==> src/rtl/muldiv_pkg.sv <==
// Shared definitions for the iterative multiply/divide unit: op encodings,
// FSM state encoding and the iteration-counter width helper.
package muldiv_pkg;

   localparam logic [1:0] OP_MULT  = 2'b00;
   localparam logic [1:0] OP_MULTU = 2'b01;
   localparam logic [1:0] OP_DIV   = 2'b10;
   localparam logic [1:0] OP_DIVU  = 2'b11;

   typedef enum logic [1:0] {
      ST_IDLE = 2'd0,
      ST_RUN  = 2'd1,
      ST_FIX  = 2'd2
   } state_t;

   // Counter must be able to hold the value WIDTH.
   function automatic int cnt_width(input int width);
      return $clog2(width + 1);
   endfunction

endpackage

==> src/rtl/muldiv_sign_fix.sv <==
// Conditional two's-complement negate, used for operand magnitudes and for
// correcting the sign of products, quotients and remainders.
module muldiv_sign_fix #(
   parameter int WIDTH = 32
) (
   input  logic             neg,
   input  logic [WIDTH-1:0] value,
   output logic [WIDTH-1:0] result
);

   assign result = neg ? ((~value) + WIDTH'(1)) : value;

endmodule

==> src/rtl/muldiv_unit.sv <==
// Iterative MULT/MULTU/DIV/DIVU unit with architectural HI/LO registers.
// Shift-add multiply and restoring divide, one bit per cycle, sign fix-up last.
module muldiv_unit
   import muldiv_pkg::*;
#(
   parameter int WIDTH = 32
) (
   input  logic             clk,
   input  logic             rst,
   input  logic             flush,
   input  logic             start,
   input  logic [1:0]       op,
   input  logic [WIDTH-1:0] a,
   input  logic [WIDTH-1:0] b,
   input  logic             hi_we,
   input  logic             lo_we,
   output logic             busy,
   output logic             done,
   output logic [WIDTH-1:0] hi,
   output logic [WIDTH-1:0] lo
);

   localparam int CNT_W = cnt_width(WIDTH);

   state_t               state_reg;
   logic [CNT_W-1:0]     cnt_reg;
   logic                 is_mul_reg;
   logic                 neg_q_reg;
   logic                 neg_r_reg;
   logic [WIDTH-1:0]     mag_a_reg;
   logic [WIDTH-1:0]     mag_b_reg;
   logic [2*WIDTH-1:0]   acc_reg;
   logic [WIDTH-1:0]     rem_reg;
   logic [WIDTH-1:0]     hi_reg;
   logic [WIDTH-1:0]     lo_reg;
   logic                 done_reg;

   logic                 signed_op;
   logic                 neg_a;
   logic                 neg_b;
   logic [WIDTH-1:0]     abs_a;
   logic [WIDTH-1:0]     abs_b;
   logic [WIDTH:0]       mul_sum;
   logic [2*WIDTH-1:0]   mul_next;
   logic [WIDTH:0]       rem_shift;
   logic [WIDTH:0]       rem_diff;
   logic [WIDTH-1:0]     rem_next;
   logic [WIDTH-1:0]     quo_next;
   logic [2*WIDTH-1:0]   prod_fixed;
   logic [WIDTH-1:0]     quo_fixed;
   logic [WIDTH-1:0]     rem_fixed;
   logic [WIDTH-1:0]     fix_hi;
   logic [WIDTH-1:0]     fix_lo;

   assign signed_op = (op == OP_MULT) || (op == OP_DIV);
   assign neg_a     = signed_op & a[WIDTH-1];
   assign neg_b     = signed_op & b[WIDTH-1];

   muldiv_sign_fix #(.WIDTH(WIDTH)) u_abs_a (.neg(neg_a), .value(a), .result(abs_a));
   muldiv_sign_fix #(.WIDTH(WIDTH)) u_abs_b (.neg(neg_b), .value(b), .result(abs_b));

   // Multiply: multiplier sits in the low half and shifts out LSB first.
   assign mul_sum  = {1'b0, acc_reg[2*WIDTH-1:WIDTH]} + {1'b0, mag_a_reg};
   assign mul_next = acc_reg[0] ? {mul_sum, acc_reg[WIDTH-1:1]}
                                : {1'b0, acc_reg[2*WIDTH-1:1]};

   // Divide: dividend in the low half shifts out MSB first, quotient shifts in.
   assign rem_shift = {rem_reg, acc_reg[WIDTH-1]};
   assign rem_diff  = rem_shift - {1'b0, mag_b_reg};
   assign rem_next  = rem_diff[WIDTH] ? rem_shift[WIDTH-1:0] : rem_diff[WIDTH-1:0];
   assign quo_next  = {acc_reg[WIDTH-2:0], ~rem_diff[WIDTH]};

   muldiv_sign_fix #(.WIDTH(2*WIDTH)) u_fix_prod (.neg(neg_q_reg), .value(acc_reg), .result(prod_fixed));
   muldiv_sign_fix #(.WIDTH(WIDTH)) u_fix_quo (.neg(neg_q_reg), .value(acc_reg[WIDTH-1:0]), .result(quo_fixed));
   muldiv_sign_fix #(.WIDTH(WIDTH)) u_fix_rem (.neg(neg_r_reg), .value(rem_reg), .result(rem_fixed));

   assign fix_hi = is_mul_reg ? prod_fixed[2*WIDTH-1:WIDTH] : rem_fixed;
   assign fix_lo = is_mul_reg ? prod_fixed[WIDTH-1:0]       : quo_fixed;

   always_ff @(posedge clk) begin
      if (rst) begin
         state_reg  <= ST_IDLE;
         cnt_reg    <= '0;
         is_mul_reg <= 1'b0;
         neg_q_reg  <= 1'b0;
         neg_r_reg  <= 1'b0;
         mag_a_reg  <= '0;
         mag_b_reg  <= '0;
         acc_reg    <= '0;
         rem_reg    <= '0;
         hi_reg     <= '0;
         lo_reg     <= '0;
         done_reg   <= 1'b0;
      end else begin
         done_reg <= 1'b0;
         if (flush) begin
            state_reg <= ST_IDLE;
         end else if (hi_we || lo_we) begin
            if (hi_we) hi_reg <= a;
            if (lo_we) lo_reg <= a;
            state_reg <= ST_IDLE;
         end else begin
            case (state_reg)
               ST_IDLE: begin
                  if (start) begin
                     if (op[1] && (b == '0)) begin
                        // Divide by zero: preload the result and pass it through FIX unmodified.
                        is_mul_reg <= 1'b1;
                        neg_q_reg  <= 1'b0;
                        acc_reg    <= {a, {WIDTH{1'b1}}};
                        state_reg  <= ST_FIX;
                     end else begin
                        is_mul_reg <= ~op[1];
                        neg_q_reg  <= neg_a ^ neg_b;
                        neg_r_reg  <= neg_a;
                        mag_a_reg  <= abs_a;
                        mag_b_reg  <= abs_b;
                        acc_reg    <= {{WIDTH{1'b0}}, (op[1] ? abs_a : abs_b)};
                        rem_reg    <= '0;
                        cnt_reg    <= '0;
                        state_reg  <= ST_RUN;
                     end
                  end
               end
               ST_RUN: begin
                  cnt_reg <= cnt_reg + CNT_W'(1);
                  if (is_mul_reg) begin
                     acc_reg <= mul_next;
                  end else begin
                     acc_reg[WIDTH-1:0] <= quo_next;
                     rem_reg            <= rem_next;
                  end
                  if (cnt_reg == CNT_W'(WIDTH - 1)) state_reg <= ST_FIX;
               end
               ST_FIX: begin
                  hi_reg    <= fix_hi;
                  lo_reg    <= fix_lo;
                  done_reg  <= 1'b1;
                  state_reg <= ST_IDLE;
               end
               default: state_reg <= ST_IDLE;
            endcase
         end
      end
   end

   assign busy = (state_reg != ST_IDLE);
   assign done = done_reg;
   assign hi   = hi_reg;
   assign lo   = lo_reg;

endmodule

==> config.mk <==
export PLATFORM = sky130hd
export DESIGN_NAME = muldiv_unit
export DESIGN_NICKNAME = d
export VERILOG_FILES = /design/src/rtl/muldiv_pkg.sv /design/src/rtl/muldiv_sign_fix.sv /design/src/rtl/muldiv_unit.sv
export SDC_FILE = /design/constraint.sdc
export NUM_CORES = 1
export LEC_CHECK = 0
export CAP_MARGIN = 20
export CELL_PAD_IN_SITES_DETAIL_PLACEMENT = 0
export CELL_PAD_IN_SITES_GLOBAL_PLACEMENT = 1
export CORE_MARGIN = 2
export CORE_UTILIZATION = 41
export DETAILED_ROUTE_END_ITERATION = 7
export GPL_ROUTABILITY_DRIVEN = 1
export PLACE_DENSITY = 0.84
export SYNTH_ARGS = -nofsm -noshare
export SYNTH_HDL_FRONTEND = slang
export SYNTH_HIERARCHICAL = 1
export SYNTH_SLANG_ARGS = --single-unit
==> constraint.sdc <==
create_clock -name clk -period 2.95 [get_ports clk]
set_input_delay 0.59 -clock clk [delete_from_list [all_inputs] [get_ports clk]]
set_output_delay 0.59 -clock clk [all_outputs]
set_load 0.02 [all_outputs]
== Yosys cells after proc, flatten, opt, wreduce, memory -nomap -nowiden ==
Cells that the tools add are included.
Word-level totals
  flip-flop bits (word level): 236
  word-level logic and storage cells: 99
Cells by class
  eq/ne operators: 11
  bitwise operators: 13
  multiplexer cells: 35
  $add $sub $neg: 8
  reduce and logical (&&, ||, !) cells: 19
Operator list (count)
  $mux W32: 19
  $mux W64: 4
  $add A32 B1 Y32 const B: 4
  $not A32 Y32: 4
  $pmux W64 S2: 1
  $add A64 B1 Y64 const B: 1
  $not A64 Y64: 1
  $pmux W32 S2: 1
  $add A32 B32 Y33: 1
  $sub A33 B32 Y33: 1
  $logic_not A32 Y1: 1
  $reduce_and A5 Y1: 3
  $ne A2 B2 Y1 const B: 7
  $mux W6: 2
  $pmux W6 S2: 1
  $reduce_and A4 Y1: 2
  $add A6 B1 Y6 const B: 1
  $eq A6 B5 Y1 const B: 1
  $mux W2: 3
  $reduce_and A3 Y1: 2
  $reduce_and A6 Y1: 1
  $reduce_bool A2 Y1: 3
  $not A1 Y1: 5
  $eq A2 B2 Y1 const B: 2
  other kinds (10): 15

== Longest topological paths before layout ==
  word-level depth: 8
  mapped depth: 14
  gate-level depth less buffers: 13

== By module ==
Netlist, hierarchy kept.
By module, submodules not included
  muldiv_unit: cells each 1874, area each 14567.7 um^2, instances 1
  muldiv_sign_fix (u_abs_a ...): cells each 99, area each 777.0 um^2, instances 4
  muldiv_sign_fix (u_fix_prod): cells each 206, area each 1649.1 um^2, instances 1

== Least setup slack after synthesis ==
No wires, ideal clock.
  path type: reg2reg
  start point: register acc_reg[31]
  end point: register rem_reg[10]
  arrival: 3.038 ns
  stages on the path, launching flop included: 15
  slack: -0.216 ns
  setup time: 0.128 ns
  cell sequence: dfxtp_1 inv_1 ha_1 inv_1 fa_1 a211oi_2 nor3_1 nor4_2 o211ai_1 a21oi_2 mux2i_1 nand2_2 buf_4 mux2i_1 o21ai_1
Between the ends
  cells in the longest elaborated chain, start to end: 4
Ends and longest elaborated chain
  start, declared: RTL line muldiv_unit.sv:32  | logic [2*WIDTH-1:0] acc_reg;
  start signal, assigned: RTL line muldiv_unit.sv:110  | acc_reg <= {a, {WIDTH{1'b1}}};
  start signal, assigned: RTL line muldiv_unit.sv:118  | acc_reg <= {{WIDTH{1'b0}}, (op[1] ? abs_a : abs_b)};
  start signal, assigned: RTL line muldiv_unit.sv:128  | acc_reg <= mul_next;
  $sub A33 B32 Y33: RTL line muldiv_unit.sv:69  | assign rem_diff = rem_shift - {1'b0, mag_b_reg};
  $mux W32: RTL line muldiv_unit.sv:70  | assign rem_next = rem_diff[WIDTH] ? rem_shift[WIDTH-1:0] : rem_diff[WIDTH-1:0];
  $mux W32: RTL line muldiv_unit.sv:127  | if (is_mul_reg) begin
  $pmux W32 S2: RTL line muldiv_unit.sv:103  | case (state_reg)
  end signal, assigned: RTL line muldiv_unit.sv:131  | rem_reg <= rem_next;
  end, declared: RTL line muldiv_unit.sv:33  | logic [WIDTH-1:0] rem_reg;
Every way passes these cells. The select of a mux whose other input is x is not followed.
A chain may end at the register's enable or synchronous reset.

== Worst setup path in the final report ==
  start point: register acc_reg[31]
  end point: register rem_reg[0]
Between the ends
  cells in the longest elaborated chain, start to end: 4
Ends and longest elaborated chain (RTL line)
  $sub A33 B32 Y33: muldiv_unit.sv:69
  $mux W32 (*): muldiv_unit.sv:70
  $mux W32 (*): muldiv_unit.sv:127
  $pmux W32 S2 (*): muldiv_unit.sv:103
Every way passes the cells marked *; elsewhere a longest branch is shown, timed or not. The select of a mux whose other input is x is not followed.

==> summary.txt <==
DETAILED ROUTING
------------------------------------------------------------------------------------
Routed vias                                                                    21.2k
Average routed wire per standard cell                                        23.4 um
Total iterations of the first detailed-routing run                                 6
Antenna violation net count after detailed routing                                 0
DRC marker count from the first detailed-route iteration                        2372
DRT Wirelength                                                               81.2 mm
DRC viols                                                                          0
Via-to-Cell Ratio                                                               6.10

SETUP PATH
------------------------------------------------------------------------------------
Startpoint of the most critical register-to-register path                acc_reg[31]
Largest fanout on the critical path                                                6
Data arrival time at the worst-slack endpoint                                3450 ps
Type of element capturing the critical path                                     flop
R2R Setup Slk                                                                 -40 ps
Crit path kind                                                          flop to flop
Worst path slowest cell                                                         fa_2
Kind of cell adding the most delay to the critical path                 compound AO/OA/AOI/OAI gates
Cell repeated most along the worst path                                        inv_2
Required arrival time at the worst endpoint                                  3410 ps
Worst reg-to-reg path cell count                                                  14
Max incr delay on CP                                                          370 ps
Type of origin of the critical path                                             flop
Worst Path Buf+Inv                                                                 3
Cell Chain, Critical Path                                               inv_2 -> ha_4 -> inv_2 -> fa_2 -> a211oi_4 -> nor3_2 -> nor4_2 -> o211ai_1 -> a21oi_2 -> mux2i_2 -> buf_4 -> and2_4 -> o21ai_2 -> a22o_1
Crit Reg-Reg Endpoint                                                     rem_reg[0]

PLACEMENT
------------------------------------------------------------------------------------
GP Congestion                                                                   1.01
Number of port buffers                                                           137
Cell count after placement                                                      3407
Final HPWL from detailed placement                                           63.6 mm

YOSYS
------------------------------------------------------------------------------------
Simple logic cell fraction of the synthesized area                             21.9%
Dominant cell by count in the synthesized netlist                            nand2_1
Net count of the mapped netlist                                                 2620
Number of flops mapped to enable cells by yosys                                    0
FF+latch count, synth                                                            236
Distinct cell type count after synthesis                                          90
Adder-cell share of the synthesized area                                       4.74%
Share of synthesized flip-flops with an asynchronous set or reset                 0%
Fraction of synthesized area in multiplexers                                   6.71%
Most instantiated cells after synthesis                                 288 x nand2_1, 236 x dfxtp_1, 228 x nor2_1
Compound-gate portion of the synthesized area                                  27.1%
Cell count after synthesis                                                      2476
Top area cells in the synthesized netlist                               dfxtp_1 24%, xnor2_1 9.5%, mux2i_1 6.5%
Ys flop type                                                                 dfxtp_1
Post-Synthesis Cell Area                                                  0.0193 mm2
Main combinational cell family by area after synthesis                  compound AO/OA/AOI/OAI gates
Portion of the post-synthesis area used by sequential elements                 24.4%
Per-instance average area after synthesis                                   7.80 um2
Synthesis Warnings                                                                 6
Post-synth top area cell                                                     dfxtp_1
Parity-gate share of the synthesized area counting xor and xnor cells          10.5%
Portion of synthesized cell area occupied by the leading cell type             24.4%

LAYOUT
------------------------------------------------------------------------------------
Layout cell share with drive strength beyond 1                                 21.0%
Area grow syn2layout                                                           31.4%
Nets                                                                            2986
Largest register FFs                                                              64
Post-route non-filler standard cell count                                       3473

STA
------------------------------------------------------------------------------------
Skew final                                                                   35.2 ps
Achievable Freq                                                              335 MHz
Slew Viols, Final                                                                  0
Post-route minimum period                                                    2990 ps
Finish-stage setup viols                                                           6
Max_slew headroom                                                              30.2%
Min setup slack post-route                                                  -39.3 ps
Setup repair after global routing missed its margin                             true
Period utilization                                                              101%
Final hold violations                                                              0
Tightest hold margin                                                          327 ps
Pin slew with the least headroom to its limit                                1050 ps

RUN STATUS
------------------------------------------------------------------------------------
Violated checks                                                         setup timing
Result of the run                                                       finished with violations

GLOBAL ROUTING
------------------------------------------------------------------------------------
Pin count of the biggest net entering global routing                              96
Remaining global-route overflow                                                    0
Number of global-route vias before repair                                      19.5k
Total track usage                                                              31.3%
Wire length of the first global-routing pass                                  120 mm
Antenna violations before repair                                                   0

POWER AND IR DROP
------------------------------------------------------------------------------------
Leakage                                                                      9.62 nW
Net Switching                                                              0.00340 W
Portion of total power attributed to combinational logic                       28.3%
Switching portion of total power                                               32.4%
Cell-internal power                                                        0.00710 W
Sequential cell fraction of total power                                        32.2%
Total power of the final layout                                             0.0105 W
Cell Pwr Density                                                          414 mW/mm2
Fraction of power consumed by the clock network                                39.5%
Largest voltage drop on the vdd net                                         0.541 mV

CLOCKING
------------------------------------------------------------------------------------
CTS H-tree lvls                                                                    1
Hold-fix buffers at CTS                                                            0
CTS Buf Count                                                                     29
Clock slew seen by the registers of the worst setup and hold paths             60 ps
TritonCTS clock tree                                                           built
Maximum count of clock buffers along a single path                                 3
Root Driver                                                                clkbuf_16
Number of clock sinks                                                            236
Clock network latency to the later pin of the worst-skew pair                 600 ps

FLOORPLAN
------------------------------------------------------------------------------------
Area of the die                                                           0.0489 mm2
Placeable core area                                                       0.0466 mm2
Cell Rows                                                                         79
Die span in x                                                                 221 um
Initial core utilization                                                       41.5%
Ports placed on the boundary                                                     138
Die height                                                                    221 um

HOLD PATH
------------------------------------------------------------------------------------
Cell depth of the worst hold path                                                  2
Worst Hold Path EP                                                       acc_reg[57]
Origin of the worst min-delay path                                               rst
Class of the worst hold path                                            input pin to flop

FLOW RUN
------------------------------------------------------------------------------------
Max-Cap Viols                                                                      0

[cell type report]
cell class / instances / area, um2
Clock buffer: 36 / 802
Clock inverter: 18 / 293
Inverter: 59 / 221
Sequential cell: 236 / 4740
Multi-Input combinational cell: 2021 / 14300
Antenna cell: 1 / 2.50
Tap cell: 607 / 759
Timing Repair Buffer: 495 / 4320
Fill cell: 4385 / 21200
[worst max path at each step]
stage,from,to,slack [ps],depth (start not counted)
after floorplan,acc_reg[31],rem_reg[10],30,14
after global routing,mag_b_reg[11],rem_reg[17],-160,12
after CTS,acc_reg[33],hi[22],0.6,11
after detailed placement,a[6],acc_reg[31],-350,10
after global placement,b[0],acc_reg[20],-320,12
final,acc_reg[31],rem_reg[0],-40,14
[cell usage in the layout, fill, tap and decap left out, drive strengths merged, types with 44 or more instances in the layout]
cell type / n
o41ai: 52
a211oi: 77
xnor2: 210
clkdlybuf4s50: 136
nor2: 230
inv: 60
dfxtp: 236
buf: 358
o31ai: 60
o21ai: 163
nor4: 50
nor3: 44
mux2i: 125
ha: 70
nand2: 289
a21oi: 226
[power by group through the flow]
stage	Sequential (W)	Clock, W	Combinational (W)
5_1_grt	0.00339	0.00429	0.00313
6_report	0.00338	0.00415	0.00297
3_3_place_gp	0.00344	0	0.00268
3_5_place_dp	0.00345	0	0.00270
4_1_cts	0.00337	0.00416	0.00272
2_1_floorplan	0.00350	0	0.00142
[metal layers]
metal / track usage (%) / share of wire (%) / vias to the layer above
met2: 46.1 / 42 / 1001
met4: 13.7 / 4.8 / 0
met5: 0 / 0 / -
met1: 45.0 / 44 / 10200
li1: - / - / 9837
met3: 4.73 / 9.0 / 140
[cells by family (layout without fill, tap and decap cells)]
group,after synthesis,in the layout
mux,129,129
fa+ha+maj,72,72
compound gates,768,768
other cells,0,1
flops,236,236
buf+inv,220,608
simple gates,819,820
xor+xnor,232,232
[what timing repair did]
action | CTS | global route
gates resized for setup | 7 | 101
setup buffers | 3 | 6
pin swaps | 3 | 39
cloned | 0 | 3
setup endpoints to repair | 18 | 69
[metrics by stage]
step                      cell area (um2)  setup TNS, ps  util [%]  setup slack [ps]
after floorplan                     19300              0         -              31.4
after global placement              23700         -14320      50.9              -322
after detailed placement            23700         -18080      50.9              -355
after CTS                           24800              0      53.3             0.646
after global routing                25400          -3740      54.5              -160
final                               25400          -80.1      54.5             -39.3
Note: power is estimated with default switching activity, not from simulation.
